[src/rtl/axi_lite_master_mux_if.sv]
// AXI4-lite bundle shared by the upstream masters and the downstream port of
// axi_lite_master_mux. "master" is the side that issues addresses and data;
// "slave" is the side that accepts them and returns responses.
interface axi_lite_master_mux_if #(
  parameter int ADDR_WIDTH = 32,
  parameter int DATA_WIDTH = 32
);
  localparam int STRB_WIDTH = DATA_WIDTH / 8;

  logic                  awvalid;
  logic                  awready;
  logic [ADDR_WIDTH-1:0] awaddr;
  logic [2:0]            awprot;
  logic                  wvalid;
  logic                  wready;
  logic [DATA_WIDTH-1:0] wdata;
  logic [STRB_WIDTH-1:0] wstrb;
  logic                  bvalid;
  logic                  bready;
  logic [1:0]            bresp;
  logic                  arvalid;
  logic                  arready;
  logic [ADDR_WIDTH-1:0] araddr;
  logic [2:0]            arprot;
  logic                  rvalid;
  logic                  rready;
  logic [DATA_WIDTH-1:0] rdata;
  logic [1:0]            rresp;

  modport master (
    output awvalid, awaddr, awprot, input awready,
    output wvalid, wdata, wstrb,    input wready,
    input  bvalid, bresp,           output bready,
    output arvalid, araddr, arprot, input arready,
    input  rvalid, rdata, rresp,    output rready
  );

  modport slave (
    input  awvalid, awaddr, awprot, output awready,
    input  wvalid, wdata, wstrb,    output wready,
    output bvalid, bresp,           input bready,
    input  arvalid, araddr, arprot, output arready,
    output rvalid, rdata, rresp,    input rready
  );
endinterface

[src/rtl/axi_lite_master_mux.sv]
// 2:1 AXI4-lite arbiter: upstream masters s0/s1 share the downstream port m.
// One transaction in flight; reads win over writes inside the granted master.
// Optional macro ARB_FIXED_PRIO_EN: s0 always wins a tie instead of round-robin.
module axi_lite_master_mux (
  input  logic                  clk,
  input  logic                  rst,
  axi_lite_master_mux_if.slave  s0,
  axi_lite_master_mux_if.slave  s1,
  axi_lite_master_mux_if.master m,
  output logic                  grant_id,
  output logic                  busy
);
  typedef enum logic [2:0] {IDLE, RD_ADDR, RD_DATA, WR_ADDR, WR_RESP} state_t;

  state_t state, state_nxt;
  logic   last_id, aw_done, w_done;
  logic   req0, req1, gnt_nxt, gnt_arvalid;
  logic   sel_awvalid, sel_wvalid, sel_arvalid, sel_rready, sel_bready;
  logic   sel_awready, sel_wready, sel_arready, sel_rvalid, sel_bvalid;
  logic   m_awvalid, m_wvalid, m_arvalid, m_rready, m_bready;
  logic   aw_fire, w_fire, xfer_done;

  assign req0 = s0.arvalid | s0.awvalid;
  assign req1 = s1.arvalid | s1.awvalid;

`ifdef ARB_FIXED_PRIO_EN
  assign gnt_nxt = ~req0;
`else
  // Tie goes to whoever was not served last.
  assign gnt_nxt = (req0 & req1) ? ~last_id : req1;
`endif
  assign gnt_arvalid = gnt_nxt ? s1.arvalid : s0.arvalid;

  // Upstream-side controls of the granted master.
  assign sel_awvalid = grant_id ? s1.awvalid : s0.awvalid;
  assign sel_wvalid  = grant_id ? s1.wvalid  : s0.wvalid;
  assign sel_arvalid = grant_id ? s1.arvalid : s0.arvalid;
  assign sel_rready  = grant_id ? s1.rready  : s0.rready;
  assign sel_bready  = grant_id ? s1.bready  : s0.bready;

  // Payload always follows the grant so nothing floats to X when idle.
  assign m.awaddr = grant_id ? s1.awaddr : s0.awaddr;
  assign m.awprot = grant_id ? s1.awprot : s0.awprot;
  assign m.wdata  = grant_id ? s1.wdata  : s0.wdata;
  assign m.wstrb  = grant_id ? s1.wstrb  : s0.wstrb;
  assign m.araddr = grant_id ? s1.araddr : s0.araddr;
  assign m.arprot = grant_id ? s1.arprot : s0.arprot;
  assign s0.rdata = m.rdata;
  assign s0.rresp = m.rresp;
  assign s0.bresp = m.bresp;
  assign s1.rdata = m.rdata;
  assign s1.rresp = m.rresp;
  assign s1.bresp = m.bresp;

  assign m.awvalid = m_awvalid;
  assign m.wvalid  = m_wvalid;
  assign m.arvalid = m_arvalid;
  assign m.rready  = m_rready;
  assign m.bready  = m_bready;

  // Handshake outputs reach only the granted master; the other sees zeros.
  assign s0.awready = ~grant_id & sel_awready;
  assign s0.wready  = ~grant_id & sel_wready;
  assign s0.arready = ~grant_id & sel_arready;
  assign s0.rvalid  = ~grant_id & sel_rvalid;
  assign s0.bvalid  = ~grant_id & sel_bvalid;
  assign s1.awready =  grant_id & sel_awready;
  assign s1.wready  =  grant_id & sel_wready;
  assign s1.arready =  grant_id & sel_arready;
  assign s1.rvalid  =  grant_id & sel_rvalid;
  assign s1.bvalid  =  grant_id & sel_bvalid;

  assign busy = (state != IDLE);

  // Next state and per-state channel routing; only the active channel opens.
  always_comb begin
    state_nxt   = state;
    m_awvalid   = 1'b0;
    m_wvalid    = 1'b0;
    m_arvalid   = 1'b0;
    m_rready    = 1'b0;
    m_bready    = 1'b0;
    sel_awready = 1'b0;
    sel_wready  = 1'b0;
    sel_arready = 1'b0;
    sel_rvalid  = 1'b0;
    sel_bvalid  = 1'b0;
    aw_fire     = 1'b0;
    w_fire      = 1'b0;
    xfer_done   = 1'b0;
    case (state)
      IDLE: if (req0 | req1) state_nxt = gnt_arvalid ? RD_ADDR : WR_ADDR;
      RD_ADDR: begin
        m_arvalid   = sel_arvalid;
        sel_arready = m.arready;
        if (sel_arvalid & m.arready) state_nxt = RD_DATA;
      end
      RD_DATA: begin
        m_rready   = sel_rready;
        sel_rvalid = m.rvalid;
        xfer_done  = m.rvalid & sel_rready;
        if (xfer_done) state_nxt = IDLE;
      end
      WR_ADDR: begin
        // AW and W complete independently; a finished channel is masked off.
        m_awvalid   = sel_awvalid & ~aw_done;
        sel_awready = m.awready & ~aw_done;
        m_wvalid    = sel_wvalid & ~w_done;
        sel_wready  = m.wready & ~w_done;
        aw_fire     = m_awvalid & m.awready;
        w_fire      = m_wvalid & m.wready;
        if ((aw_done | aw_fire) & (w_done | w_fire)) state_nxt = WR_RESP;
      end
      WR_RESP: begin
        m_bready   = sel_bready;
        sel_bvalid = m.bvalid;
        xfer_done  = m.bvalid & sel_bready;
        if (xfer_done) state_nxt = IDLE;
      end
      default: state_nxt = IDLE;
    endcase
  end

  // State, grant and write-progress registers; reset drops any transaction.
  always_ff @(posedge clk) begin
    if (rst) begin
      state    <= IDLE;
      grant_id <= 1'b0;
      last_id  <= 1'b1;
      aw_done  <= 1'b0;
      w_done   <= 1'b0;
    end else begin
      state <= state_nxt;
      if (state == IDLE && (req0 | req1)) grant_id <= gnt_nxt;
      if (xfer_done) last_id <= grant_id;
      aw_done <= (state == WR_ADDR) && (state_nxt == WR_ADDR) && (aw_done | aw_fire);
      w_done  <= (state == WR_ADDR) && (state_nxt == WR_ADDR) && (w_done | w_fire);
    end
  end
endmodule

[src/flat_wrapper.sv]
// flat-port wrapper written by rule: the top's interface ports become plain ports
module axi_lite_master_mux_flat 
  (clk, rst, grant_id, busy, s0_awvalid, s0_awaddr, s0_awprot, s0_awready, s0_wvalid, s0_wdata, s0_wstrb, s0_wready, s0_bvalid, s0_bresp, s0_bready, s0_arvalid, s0_araddr, s0_arprot, s0_arready, s0_rvalid, s0_rdata, s0_rresp, s0_rready, s1_awvalid, s1_awaddr, s1_awprot, s1_awready, s1_wvalid, s1_wdata, s1_wstrb, s1_wready, s1_bvalid, s1_bresp, s1_bready, s1_arvalid, s1_araddr, s1_arprot, s1_arready, s1_rvalid, s1_rdata, s1_rresp, s1_rready, m_awvalid, m_awaddr, m_awprot, m_awready, m_wvalid, m_wdata, m_wstrb, m_wready, m_bvalid, m_bresp, m_bready, m_arvalid, m_araddr, m_arprot, m_arready, m_rvalid, m_rdata, m_rresp, m_rready);
  axi_lite_master_mux_if #(.ADDR_WIDTH(32), .DATA_WIDTH(32)) s0_i ();
  axi_lite_master_mux_if #(.ADDR_WIDTH(32), .DATA_WIDTH(32)) s1_i ();
  axi_lite_master_mux_if #(.ADDR_WIDTH(32), .DATA_WIDTH(32)) m_i ();
  input  logic clk;
  input  logic rst;
  output logic grant_id;
  output logic busy;
  input wire logic [$bits(s0_i.awvalid)-1:0] s0_awvalid;
  input wire logic [$bits(s0_i.awaddr)-1:0] s0_awaddr;
  input wire logic [$bits(s0_i.awprot)-1:0] s0_awprot;
  output wire logic [$bits(s0_i.awready)-1:0] s0_awready;
  input wire logic [$bits(s0_i.wvalid)-1:0] s0_wvalid;
  input wire logic [$bits(s0_i.wdata)-1:0] s0_wdata;
  input wire logic [$bits(s0_i.wstrb)-1:0] s0_wstrb;
  output wire logic [$bits(s0_i.wready)-1:0] s0_wready;
  output wire logic [$bits(s0_i.bvalid)-1:0] s0_bvalid;
  output wire logic [$bits(s0_i.bresp)-1:0] s0_bresp;
  input wire logic [$bits(s0_i.bready)-1:0] s0_bready;
  input wire logic [$bits(s0_i.arvalid)-1:0] s0_arvalid;
  input wire logic [$bits(s0_i.araddr)-1:0] s0_araddr;
  input wire logic [$bits(s0_i.arprot)-1:0] s0_arprot;
  output wire logic [$bits(s0_i.arready)-1:0] s0_arready;
  output wire logic [$bits(s0_i.rvalid)-1:0] s0_rvalid;
  output wire logic [$bits(s0_i.rdata)-1:0] s0_rdata;
  output wire logic [$bits(s0_i.rresp)-1:0] s0_rresp;
  input wire logic [$bits(s0_i.rready)-1:0] s0_rready;
  input wire logic [$bits(s1_i.awvalid)-1:0] s1_awvalid;
  input wire logic [$bits(s1_i.awaddr)-1:0] s1_awaddr;
  input wire logic [$bits(s1_i.awprot)-1:0] s1_awprot;
  output wire logic [$bits(s1_i.awready)-1:0] s1_awready;
  input wire logic [$bits(s1_i.wvalid)-1:0] s1_wvalid;
  input wire logic [$bits(s1_i.wdata)-1:0] s1_wdata;
  input wire logic [$bits(s1_i.wstrb)-1:0] s1_wstrb;
  output wire logic [$bits(s1_i.wready)-1:0] s1_wready;
  output wire logic [$bits(s1_i.bvalid)-1:0] s1_bvalid;
  output wire logic [$bits(s1_i.bresp)-1:0] s1_bresp;
  input wire logic [$bits(s1_i.bready)-1:0] s1_bready;
  input wire logic [$bits(s1_i.arvalid)-1:0] s1_arvalid;
  input wire logic [$bits(s1_i.araddr)-1:0] s1_araddr;
  input wire logic [$bits(s1_i.arprot)-1:0] s1_arprot;
  output wire logic [$bits(s1_i.arready)-1:0] s1_arready;
  output wire logic [$bits(s1_i.rvalid)-1:0] s1_rvalid;
  output wire logic [$bits(s1_i.rdata)-1:0] s1_rdata;
  output wire logic [$bits(s1_i.rresp)-1:0] s1_rresp;
  input wire logic [$bits(s1_i.rready)-1:0] s1_rready;
  output wire logic [$bits(m_i.awvalid)-1:0] m_awvalid;
  output wire logic [$bits(m_i.awaddr)-1:0] m_awaddr;
  output wire logic [$bits(m_i.awprot)-1:0] m_awprot;
  input wire logic [$bits(m_i.awready)-1:0] m_awready;
  output wire logic [$bits(m_i.wvalid)-1:0] m_wvalid;
  output wire logic [$bits(m_i.wdata)-1:0] m_wdata;
  output wire logic [$bits(m_i.wstrb)-1:0] m_wstrb;
  input wire logic [$bits(m_i.wready)-1:0] m_wready;
  input wire logic [$bits(m_i.bvalid)-1:0] m_bvalid;
  input wire logic [$bits(m_i.bresp)-1:0] m_bresp;
  output wire logic [$bits(m_i.bready)-1:0] m_bready;
  output wire logic [$bits(m_i.arvalid)-1:0] m_arvalid;
  output wire logic [$bits(m_i.araddr)-1:0] m_araddr;
  output wire logic [$bits(m_i.arprot)-1:0] m_arprot;
  input wire logic [$bits(m_i.arready)-1:0] m_arready;
  input wire logic [$bits(m_i.rvalid)-1:0] m_rvalid;
  input wire logic [$bits(m_i.rdata)-1:0] m_rdata;
  input wire logic [$bits(m_i.rresp)-1:0] m_rresp;
  output wire logic [$bits(m_i.rready)-1:0] m_rready;
  assign s0_i.awvalid = s0_awvalid;
  assign s0_i.awaddr = s0_awaddr;
  assign s0_i.awprot = s0_awprot;
  assign s0_awready = s0_i.awready;
  assign s0_i.wvalid = s0_wvalid;
  assign s0_i.wdata = s0_wdata;
  assign s0_i.wstrb = s0_wstrb;
  assign s0_wready = s0_i.wready;
  assign s0_bvalid = s0_i.bvalid;
  assign s0_bresp = s0_i.bresp;
  assign s0_i.bready = s0_bready;
  assign s0_i.arvalid = s0_arvalid;
  assign s0_i.araddr = s0_araddr;
  assign s0_i.arprot = s0_arprot;
  assign s0_arready = s0_i.arready;
  assign s0_rvalid = s0_i.rvalid;
  assign s0_rdata = s0_i.rdata;
  assign s0_rresp = s0_i.rresp;
  assign s0_i.rready = s0_rready;
  assign s1_i.awvalid = s1_awvalid;
  assign s1_i.awaddr = s1_awaddr;
  assign s1_i.awprot = s1_awprot;
  assign s1_awready = s1_i.awready;
  assign s1_i.wvalid = s1_wvalid;
  assign s1_i.wdata = s1_wdata;
  assign s1_i.wstrb = s1_wstrb;
  assign s1_wready = s1_i.wready;
  assign s1_bvalid = s1_i.bvalid;
  assign s1_bresp = s1_i.bresp;
  assign s1_i.bready = s1_bready;
  assign s1_i.arvalid = s1_arvalid;
  assign s1_i.araddr = s1_araddr;
  assign s1_i.arprot = s1_arprot;
  assign s1_arready = s1_i.arready;
  assign s1_rvalid = s1_i.rvalid;
  assign s1_rdata = s1_i.rdata;
  assign s1_rresp = s1_i.rresp;
  assign s1_i.rready = s1_rready;
  assign m_awvalid = m_i.awvalid;
  assign m_awaddr = m_i.awaddr;
  assign m_awprot = m_i.awprot;
  assign m_i.awready = m_awready;
  assign m_wvalid = m_i.wvalid;
  assign m_wdata = m_i.wdata;
  assign m_wstrb = m_i.wstrb;
  assign m_i.wready = m_wready;
  assign m_i.bvalid = m_bvalid;
  assign m_i.bresp = m_bresp;
  assign m_bready = m_i.bready;
  assign m_arvalid = m_i.arvalid;
  assign m_araddr = m_i.araddr;
  assign m_arprot = m_i.arprot;
  assign m_i.arready = m_arready;
  assign m_i.rvalid = m_rvalid;
  assign m_i.rdata = m_rdata;
  assign m_i.rresp = m_rresp;
  assign m_rready = m_i.rready;
  axi_lite_master_mux u_core (.clk(clk), .rst(rst), .s0(s0_i), .s1(s1_i), .m(m_i), .grant_id(grant_id), .busy(busy));
endmodule
[config.mk]
export PLATFORM = sky130hd
export DESIGN_NAME = axi_lite_master_mux_flat
export DESIGN_NICKNAME = d
export VERILOG_FILES = /design/src/rtl/axi_lite_master_mux_if.sv /design/src/rtl/axi_lite_master_mux.sv /design/src/flat_wrapper.sv
export SDC_FILE = /design/constraint.sdc
export NUM_CORES = 1
export LEC_CHECK = 0
export BUFFER_PORTS_ARGS = -buffer_cell sky130_fd_sc_hd__buf_2
export CAP_MARGIN = 30
export CORE_AREA = 2 2 180 182
export DETAILED_ROUTE_END_ITERATION = 8
export DIE_AREA = 0 0 182 184
export RECOVER_POWER = 100
export SYNTH_ARGS = -nofsm -noshare
export SYNTH_HDL_FRONTEND = slang
export SYNTH_SLANG_ARGS = --single-unit
[constraint.sdc]
create_clock -name clk -period 3.2 [get_ports clk]
set_input_delay 0.48 -clock clk [delete_from_list [all_inputs] [get_ports clk]]
set_output_delay 0.48 -clock clk [all_outputs]
set_load 0.01 [all_outputs]
After elaboration in Yosys (flattened, before gate mapping)
Index checks and enable logic that the tools add are counted.

Reductions and logical operators: 6. Mux-type cells: 33. Bitwise gates (word level): 32. Equality and inequality tests: 5.

Operators by type and width (number): 2-to-1 mux 32 bit (3); bitwise AND 1 bit (21); 2-to-1 mux 3 bit (7); 2-to-1 mux 1 bit (19); one-hot mux 3 bit (5 select lines) (1); == test 3 x 2 -> 1 bit, second input constant (3); bitwise OR 1 bit (7); logical AND 1 bit (4); 2-to-1 mux 4 bit (1); NOT 1 bit (4); == test 3 x 1 -> 1 bit, second input constant (1); == test 3 bit, second input constant (1); zero test 3 bit (1); nonzero test 3 bit (1); 2-to-1 mux 2 bit (1); one-hot mux 1 bit (2 select lines) (1).

Word-level logic and storage cells: 81. Output and inout bits: 195. Input port bits: 265. Register bits: 7.

Longest topological paths before layout
Depth in word-level cells: 10. Mapped depth: 5.

Worst setup path before layout
No wires, ideal clock.

Kind: register to output. Start: reg u_core.grant_id. End: out m_awaddr[0]. Slack: 1385 ps. Arrival time: 1335 ps. Stages on the path, launching flop included: 5. Buffers on the path: 3. Data required time: 2720 ps. Path through: dfxtp_1 > buf_4 > buf_2 > buf_2 > mux2_2.

Word-level cells in the longest chain between the ends: 1.

Ends and longest elaborated chain: from (decl) (line axi_lite_master_mux.sv:10) `output logic grant_id,`; from (signal assigned) (line axi_lite_master_mux.sv:134) `if (state == IDLE && (req0 | req1)) grant_id <= gnt_nxt;`; 2-to-1 mux 32 bit (line axi_lite_master_mux.sv:42) `assign m.awaddr = grant_id ? s1.awaddr : s0.awaddr;`; to (decl) (line flat_wrapper.sv:50) `output wire logic [$bits(m_i.awaddr)-1:0] m_awaddr;`.

Every way passes these cells.

Worst setup path in the final report
Start: reg u_core.grant_id. End: out m_araddr[26].

Word-level cells in the longest chain between the ends: 1.

Ends and longest elaborated chain: 2-to-1 mux 32 bit (line axi_lite_master_mux.sv:46) `assign m.araddr = grant_id ? s1.araddr : s0.araddr;`; to (decl) (line flat_wrapper.sv:61) `output wire logic [$bits(m_i.araddr)-1:0] m_araddr;`.

Every way passes these cells.

==> results.cfg <==
[floorplanning]
fp.dieW_um = 182
die-area_um2 = 33500
ios = 460
die_h_um = 184
design.core.area_um2 = 31400
start_util = 0.0754
rows = 65

[clock_tree]
numCtsBuffers = 3
path_clk_slew_ns = 0.03
clock_path_buffers = 2
cts_root_buf = clkbuf_16
holdBufCountCts = 0
post_cts_resized = 0
cts_sinks = 7
htreeDepth = 1
cts_setup_buffers = 0
clk-insertion-delay-late_ns = 0.23
cts_tree = yes

[placement]
port_buffers = 351
dp_hpwl_um = 11100
placedCellCount = 938
gp_congestion = 0.691

[global_routing]
antenna_found_initial = 8
grt_usage = 0.0639
grt_pass1_vias = 2760
grt_pass1_wl_um = 16000
overflow = 0
grt_start_max_net_pins = 50

[synth]
netlist_area_um2 = 2370
synthCells = 270
yosys_warnings = 0
synth_cell_types = 29
synth_fp_nets = 535
avgSynthCellArea_um2 = 8.77
ys_seq_elements = 7
seq_area_frac_synth = 0.0592

[drt]
wl_per_cell_um = 13.2
antenna_left = 0
first_pass_iters = 4
vias = 2968
initialDrtViolationCount = 63
viasPerCell = 3.13
post-route-drc-count = 0
routed_wirelength_um = 12500

[worst_hold_path]
hold_class = in2reg
hold_depth = 2

[layout]
layout.nets = 806
layout_commonest_cell = buf_2
final_layout_size_suffix_gt1_frac = 0.646
syn2layout_area_growth_pct = 68.5
fin_cells = 948
layout_common_cells = buf_2, clkbuf_1, mux2_2

[setup_path]
worstPathArrival_ns = 2.06
crit_slowest_cell = dfxtp_4
cp_slowest_stage_delay_ns = 0.80
setup.worst_path.start_class = register
path_class = reg2out
required_ns = 2.72
reg2reg_depth = 3
worstSetupEndpointType = primary output
crit_chain = clkbuf_2 > mux2_2 > buf_2
crit_fanout = 49

[timing]
maxSlewHeadroom = 0.530
fin_setup_tns_ns = 0
hold_violations = 0
finalSetupViolations = 0
rsz0062_at_grt = no
finalCriticalPeriod_ns = 2.54
finalCritPeriodShare = 0.794
finalMaxSlewViolations = 0
max_freq_mhz = 393
finalClockSkew_ns = 0.00104
tightest_slew_ns = 0.705

[pwr]
peakVddDrop_mv = 0.155
p_leak_uw = 0.00169
powerDensity_nw_per_um2 = 238

[status]
outcome = finished clean

[run]
drv_cap = 0
==> registers in the layout, summed over array words and instances, names as in the netlist <==
signal and flops:
u_core.state 3, u_core.aw_done 1, u_core.grant_id 1, u_core.last_id 1, u_core.w_done 1
==> synth_stat cells (all sizes together) <==
library cell / instances / share of area
and3: 1 / 0.0026
nor3: 3 / 0.0063
nor3b: 1 / 0.0032
nor2b: 3 / 0.0079
nor2: 15 / 0.024
nand2: 3 / 0.0048
o22ai: 1 / 0.0026
nand3b: 2 / 0.0063
or2: 1 / 0.0026
o21a: 1 / 0.0032
or3b: 1 / 0.0037
dfxtp: 7 / 0.059
buf: 87 / 0.26
clkbuf: 1 / 0.0016
nand4bb: 2 / 0.0095
or3: 4 / 0.011
o21bai: 1 / 0.0032
nor4: 4 / 0.011
or4: 1 / 0.0032
a211oi: 1 / 0.0032
o41ai: 1 / 0.0037
nor4b: 1 / 0.0037
mux2i: 4 / 0.017
o21ai: 8 / 0.017
a21oi: 3 / 0.0063
mux2: 107 / 0.51
o21ba: 2 / 0.0085
inv: 4 / 0.0063
==> through the flow <==
stage	setup slack, ns	hold WS, ns	instance area (µm²)	total power (µW)	utilization
6_report	0.658	0.510	3990	948	0.127
3_5_place_dp	0.883	0.581	4050	781	0.129
2_1_floorplan	1.39	0.505	2370	551	-
4_1_cts	0.639	0.513	4120	997	0.131
5_1_grt	0.520	0.541	3990	1020	0.127
3_3_place_gp	0.922	0.558	4050	772	0.129
==> cells by family after synthesis <==
logic type | after synthesis | share of synthesized area
AND/OR/NAND/NOR | 42 | 0.0988
flip-flops | 7 | 0.0592
buffers and inverters | 92 | 0.269
multiplexers | 111 | 0.526
AO/OA/AOI/OAI | 18 | 0.0475
==> critical path: cells and delay by family (launching register included) <==
family,cells,cell delay [ns]
buffers and inverters,2,0.64
flip-flops,1,0.80
multiplexers,1,0.38
==> layer usage <==
layer	vias up	routed length [µm]	track usage
li1	1430	-	-
met1	1293	4790	0.0730
met2	199	5830	0.104
met3	42	1290	0.0232
met4	4	592	0.0342
met5	-	24	0
==> power breakdown <==
part           internal [µW]  switching [µW]  total [µW]  leakage, µW
logic                    319             281         600      0.00159
clock network            165            43.1         208    0.0000382
registers               96.4            42.7         139    0.0000579
total                    580             367         948      0.00169
==> worst paths after layout <==
kind                   startpoint              end  slack, ns
setup / recovery  u_core.grant_id     m_araddr[26]       0.66
hold / removal                rst  u_core.grant_id       0.51
setup reg to reg  u_core.grant_id  u_core.state[1]       1.26
hold reg to reg    u_core.last_id   u_core.last_id       0.58
==> layout make-up <==
class / instances / area (µm²)
tap: 402 / 503
fill: 3665 / 27400
sequential: 7 / 144
timing repair buffer: 354 / 1640
multi-input combinational: 171 / 1590
clock buffer: 4 / 78.8
inverter: 4 / 15.0
antenna: 6 / 15.0
No activity file was read; power rests on OpenSTA's default activity.
